--- src/rtl/fir_param_mac_if.sv ---
// rtl/fir_param_mac_if.sv - sample, coefficient and result signals of the time-multiplexed FIR
interface fir_param_mac_if #(
    parameter int DW = 8,
    parameter int CW = 8,
    parameter int OW = 24
);
    logic [DW-1:0] data_i;
    logic          valid_i;
    logic          ready_o;
    logic          coef_we;
    logic [5:0]    coef_addr;
    logic [CW-1:0] coef_data;
    logic [OW-1:0] data_o;
    logic          valid_o;

    modport master (
        output data_i, valid_i, coef_we, coef_addr, coef_data,
        input  ready_o, data_o, valid_o
    );

    modport slave (
        input  data_i, valid_i, coef_we, coef_addr, coef_data,
        output ready_o, data_o, valid_o
    );
endinterface

--- src/rtl/fir_param_mac.sv ---
// rtl/fir_param_mac.sv - NTAPS-tap FIR filter sharing one multiplier-accumulator across all taps
module fir_param_mac #(
    parameter int DW    = 8,
    parameter int CW    = 8,
    parameter int NTAPS = 17,
    parameter int OW    = 24
) (
    input  logic          clk,
    input  logic          rst,
    fir_param_mac_if.slave bus
);
    localparam int PW = DW + CW;
    localparam int FW = DW + CW + $clog2(NTAPS);
    localparam int KW = $clog2(NTAPS);

    typedef enum logic [1:0] {IDLE, MAC, OUT} state_t;

    state_t               state, state_nx;
    logic signed [DW-1:0] dline [NTAPS];
    logic signed [CW-1:0] coef  [NTAPS];
    logic signed [FW-1:0] acc;
    logic [KW-1:0]        tap;
    logic signed [OW-1:0] dout;
    logic                 accept;
    logic                 last_tap;
    logic signed [PW-1:0] prod;
    logic signed [FW-1:0] sum;
    logic signed [OW-1:0] sum_sat;

    assign bus.ready_o = (state == IDLE) && rst;
    assign accept      = bus.valid_i && bus.ready_o;
    assign last_tap    = (tap == KW'(NTAPS - 1));
    assign prod        = PW'(coef[tap]) * PW'(dline[tap]);
    assign sum         = acc + FW'(prod);
    assign bus.valid_o = (state == OUT);
    assign bus.data_o  = dout;

    // Narrow outputs clamp when the discarded upper bits are not a pure sign extension.
    generate
        if (OW >= FW) begin : g_wide
            assign sum_sat = OW'(sum);
        end else begin : g_sat
            logic [FW-OW:0] top;
            assign top     = sum[FW-1:OW-1];
            assign sum_sat = (&top || !(|top)) ? sum[OW-1:0] :
                             (sum[FW-1] ? {1'b1, {(OW-1){1'b0}}} : {1'b0, {(OW-1){1'b1}}});
        end
    endgenerate

    always_ff @(posedge clk or negedge rst) begin
        if (!rst) begin
            state <= IDLE;
        end else begin
            state <= state_nx;
        end
    end

    always_comb begin
        state_nx = state;
        case (state)
            IDLE:    if (accept) state_nx = MAC;
            MAC:     if (last_tap) state_nx = OUT;
            OUT:     state_nx = IDLE;
            default: state_nx = IDLE;
        endcase
    end

    always_ff @(posedge clk or negedge rst) begin
        if (!rst) begin
            for (int i = 0; i < NTAPS; i++) begin
                dline[i] <= '0;
                coef[i]  <= (i == 0) ? CW'(1) : '0;
            end
            acc  <= '0;
            tap  <= '0;
            dout <= '0;
        end else begin
            // Matching only i < NTAPS drops writes to out-of-range addresses.
            if (state == IDLE && bus.coef_we) begin
                for (int i = 0; i < NTAPS; i++) begin
                    if (bus.coef_addr == 6'(i)) coef[i] <= bus.coef_data;
                end
            end
            case (state)
                IDLE: begin
                    if (accept) begin
                        dline[0] <= bus.data_i;
                        for (int i = 1; i < NTAPS; i++) dline[i] <= dline[i-1];
                        acc <= '0;
                        tap <= '0;
                    end
                end
                MAC: begin
                    acc <= sum;
                    if (last_tap) begin
                        dout <= sum_sat;
                        tap  <= '0;
                    end else begin
                        tap <= tap + KW'(1);
                    end
                end
                default: ;
            endcase
        end
    end
endmodule

--- src/flat_wrapper.sv ---
// flat-port wrapper written by rule: the top's interface ports become plain ports
module fir_param_mac_flat 
#(
    parameter int DW    = 8,
    parameter int CW    = 8,
    parameter int NTAPS = 17,
    parameter int OW    = 24
)
  (clk, rst, bus_data_i, bus_valid_i, bus_coef_we, bus_coef_addr, bus_coef_data, bus_ready_o, bus_data_o, bus_valid_o);
  fir_param_mac_if #(.DW(DW), .CW(CW), .OW(OW)) bus_i ();
  input  logic clk;
  input  logic rst;
  input wire logic [$bits(bus_i.data_i)-1:0] bus_data_i;
  input wire logic [$bits(bus_i.valid_i)-1:0] bus_valid_i;
  input wire logic [$bits(bus_i.coef_we)-1:0] bus_coef_we;
  input wire logic [$bits(bus_i.coef_addr)-1:0] bus_coef_addr;
  input wire logic [$bits(bus_i.coef_data)-1:0] bus_coef_data;
  output wire logic [$bits(bus_i.ready_o)-1:0] bus_ready_o;
  output wire logic [$bits(bus_i.data_o)-1:0] bus_data_o;
  output wire logic [$bits(bus_i.valid_o)-1:0] bus_valid_o;
  assign bus_i.data_i = bus_data_i;
  assign bus_i.valid_i = bus_valid_i;
  assign bus_i.coef_we = bus_coef_we;
  assign bus_i.coef_addr = bus_coef_addr;
  assign bus_i.coef_data = bus_coef_data;
  assign bus_ready_o = bus_i.ready_o;
  assign bus_data_o = bus_i.data_o;
  assign bus_valid_o = bus_i.valid_o;
  fir_param_mac #(.DW(DW), .CW(CW), .NTAPS(NTAPS), .OW(OW)) u_core (.clk(clk), .rst(rst), .bus(bus_i));
endmodule
--- config.mk ---
export PLATFORM = sky130hd
export DESIGN_NAME = fir_param_mac_flat
export DESIGN_NICKNAME = d
export VERILOG_FILES = /design/src/rtl/fir_param_mac_if.sv /design/src/rtl/fir_param_mac.sv /design/src/flat_wrapper.sv
export SDC_FILE = /design/constraint.sdc
export NUM_CORES = 1
export LEC_CHECK = 0
export BUFFER_PORTS_ARGS = -buffer_cell sky130_fd_sc_hd__buf_2
export CORE_ASPECT_RATIO = 0.7
export CORE_MARGIN = 3
export CORE_UTILIZATION = 47
export DETAILED_ROUTE_END_ITERATION = 12
export HOLD_SLACK_MARGIN = 0.06
export PLACE_DENSITY = 0.59
export SLEW_MARGIN = 40
export SYNTH_ARGS = -nofsm -noshare
export SYNTH_HDL_FRONTEND = slang
export SYNTH_SLANG_ARGS = --single-unit
--- constraint.sdc ---
create_clock -name clk -period 13.1 [get_ports clk]
set_input_delay 1.31 -clock clk [delete_from_list [all_inputs] [get_ports clk]]
set_output_delay 1.31 -clock clk [all_outputs]
set_load 0.1 [all_outputs]
==> results.py <==
metrics = {
    "status": {
        "status": "finished, final reports clean",
    },
    "power_and_ir_drop": {
        "power_density_nw_per_um2": 191,
        "p_leak_nw": 10.1,
        "ir_worst_vdd_mv": 0.118,
    },
    "clock_network": {
        "cts_setup_buffers": 0,
        "cts_buffer_depth": 3,
        "tritoncts.num_buffers": 34,
        "clk_pin_slew_ps": 70,
        "post_cts_resized": 0,
        "insertion_delay_ps": 530,
        "clock-sinks": 321,
        "cts_hold_buf": 0,
        "htreeDepth": 2,
        "root_buffer": "clkbuf_16",
        "tritoncts": "yes",
    },
    "route": {
        "vias": 12020,
        "drt-total-wl_um": 42700,
        "drc": 0,
        "antenna_left": 0,
        "wire_per_inst_um": 19.5,
        "vias_per_cell": 5.49,
        "drt_iter0_drc": 1027,
        "firstDrtPassIters": 5,
    },
    "timing": {
        "max_slew_margin": 0.432,
        "setup_viol": 0,
        "skew_ps": 18.1,
        "period_needed_ps": 7770,
        "clock.fmax_ghz": 0.129,
        "finalHoldViolations": 0,
        "rsz0062_at_grt": "no",
        "worst_pin_slew_ps": 852,
        "setup_slack_ps": 5330,
        "timing.final.max_slew_violations": 0,
        "fin_tns_setup_ps": 0,
        "hold_ws_ps": 470,
        "post-route-period-util": 0.593,
    },
    "die": {
        "die_area_um2": 41500,
        "fp.dieW_um": 242,
        "initial_core_util": 0.485,
        "rows": 59,
        "fp.dieH_um": 171,
        "core-area_um2": 37800,
        "ios": 52,
    },
    "yosys": {
        "synthCells": 1644,
        "synth_compound_area_frac": 0.0540,
        "ys_warn_count": 0,
        "muxShareOfSynthArea": 0.185,
        "synthArstFlopShare": 1.00,
        "synthFlopType": "dfrtp_1",
        "synth_edf_count": 0,
        "synthAdderAreaFrac": 0.135,
        "synth_xor_area_frac": 0.0110,
        "synth_cell_type_count": 57,
        "synthesis.nets": 1812,
        "ys_seq_area_frac": 0.438,
        "syn_area_per_cell_um2": 11.2,
        "synthSimpleGateAreaFrac": 0.130,
        "syn_area_um2": 18300,
        "synth_top_family_by_area": "multiplexers",
        "ys_ff_latch": 321,
    },
    "placement": {
        "io_buffers": 51,
        "place.gp.congestion": 0.860,
        "place_hpwl_um": 28700,
        "pre_cts_slack_ps": 5090,
    },
    "setup_path": {
        "arrival_ps": 8190,
        "worst_ep_required_time_ps": 13510,
        "cp_max_fo": 40,
        "crit_type": "flip-flop to flip-flop",
        "startpoint_type": "flip-flop",
        "critPathCaptureType": "flip-flop",
    },
    "final_layout": {
        "nets": 1819,
        "area_growth_pct": 9.29,
        "drive_gt1_frac": 0.203,
        "antenna_cells": 0,
    },
    "run": {
        "cap_violations": 0,
    },
    "global_route": {
        "grt_pass1_wl_um": 70100,
        "overflow": 0,
        "antenna_found_initial": 0,
        "grt_pass1_vias": 12447,
        "grt_usage": 0.215,
        "grt_start_max_net_pins": 111,
    },
    "worst_hold_path": {
        "hold_path.class": "flip-flop to flip-flop",
    },
}
[layer usage]
metal / vias up / GRT usage / part of all wire
met5: - / 0 / 0
met4: 0 / 0.0517 / 0.021
met3: 57 / 0.0450 / 0.058
met2: 266 / 0.308 / 0.41
met1: 6191 / 0.336 / 0.51
li1: 5506 / - / -
[cells in the final DEF, fill, tap and decap left out, types with 16 or more instances in the layout]
master	Yosys	final
xnor2_1	16	16
mux2_2	117	117
mux4_2	76	76
ha_1	50	50
nand2_1	464	464
buf_2	8	50
a21oi_1	26	26
mux2_1	24	24
a22oi_1	17	17
nor2_1	46	37
a22o_1	20	20
dfrtp_1	320	318
inv_1	108	108
nand3_1	18	17
fa_1	92	92
clkbuf_16	0	35
o21ai_0	31	31
[area by class of cell]
| cell class | count | area, um^2 |
|---|---|---|
| fill | 3362 | 17800 |
| multi-input combinational | 1118 | 9510 |
| sequential | 321 | 8040 |
| clock buffer | 51 | 976 |
| tap | 518 | 648 |
| timing repair buffer | 66 | 425 |
| inverter | 110 | 413 |
| clock inverter | 4 | 23.8 |
[cells in the mapped netlist (all sizes together) (2+ instances only)]
master  count  share of area
mux4       76          0.093
and2       16         0.0059
o21ai      31         0.0085
a31oi       4         0.0014
nor2       47         0.0098
o31ai       4         0.0016
dfrtp     320           0.44
ha         50          0.034
a311oi      4         0.0019
a22o       20         0.0096
nand2b      5         0.0017
mux2i       9         0.0049
xnor2      16         0.0076
clkbuf     68          0.014
nand3b      2        0.00082
or3         2        0.00068
fa         92           0.10
or2         5         0.0017
mux2      141          0.087
nor3       13         0.0044
inv       109          0.022
nor2b       8         0.0027
nand3      18         0.0049
nand4       4         0.0014
a211oi      5         0.0033
a21o        6         0.0025
buf        27          0.011
o21bai      6         0.0025
a22oi      22          0.010
nand2     464          0.095
o211ai      3         0.0012
xor2        7         0.0033
a211o       2        0.00096
a21oi      29         0.0085
[logic make-up after synthesis]
logic type | after synthesis
and+or+nand+nor | 587
DFF | 321
muxes | 226
buffers and inverters | 205
adders and majority gates | 142
AOI/OAI and AO/OA | 140
xor gates and xnor gates | 23
[worst paths after layout]
path / from / endpoint / slack (ps) / cells past startpoint
setup / recovery: u_core.tap[0]$_DFFE_PN0P_ / u_core.acc[19]$_DFFE_PN0P_ / 5330 / 22
hold / removal: u_core.dline[1]$_DFFE_PN0P_ / u_core.dline[1]$_DFFE_PN0P_ / 470 / 2
setup reg to reg: u_core.tap[0]$_DFFE_PN0P_ / u_core.acc[19]$_DFFE_PN0P_ / 5330 / 22
hold reg to reg: u_core.dline[1]$_DFFE_PN0P_ / u_core.dline[1]$_DFFE_PN0P_ / 470 / 2
max in group asynchronous: rst / u_core.dline[63]$_DFFE_PN0P_ / 10970 / 3
min in group asynchronous: rst / u_core.coef[105]$_DFFE_PN0P_ / 770 / 1
[stage by stage]
stage,power (mW),instances,utilization,area (um^2)
2_1_floorplan,2.54,1644,-,18300
3_3_place_gp,2.90,2132,0.501,18900
3_5_place_dp,2.92,2133,0.503,19000
4_1_cts,3.85,2188,0.530,20000
5_1_grt,4.11,2188,0.530,20000
6_report,3.82,2188,0.530,20000
[sequential cells by signal, summed over array words and instances (netlist names)]
register and cells:
u_core.dline 136, u_core.bus.data_o 21, u_core.tap 5, u_core.coef 136, u_core.state 2, u_core.acc 21
[critical path, stage by stage, from the launching register on]
cell	delay (ps)
dfrtp_4	810
buf_6	560
mux4_2	570
mux2i_1	200
nor3_1	100
a211oi_4	470
nor2_1	190
fa_1	660
inv_1	170
fa_1	750
inv_1	130
fa_1	510
inv_1	60
fa_1	470
inv_1	40
ha_1	260
ha_1	370
a21oi_1	260
o21bai_1	90
a21oi_1	320
mux2i_1	150
a22o_1	210
a211o_1	220
[where the power goes]
part | internal [mW] | total [mW] | switching, mW
registers | 1.13 | 1.26 | 0.132
clock network | 0.513 | 0.906 | 0.393
logic | 0.601 | 1.66 | 1.06
(Power assumes the default switching activity.)
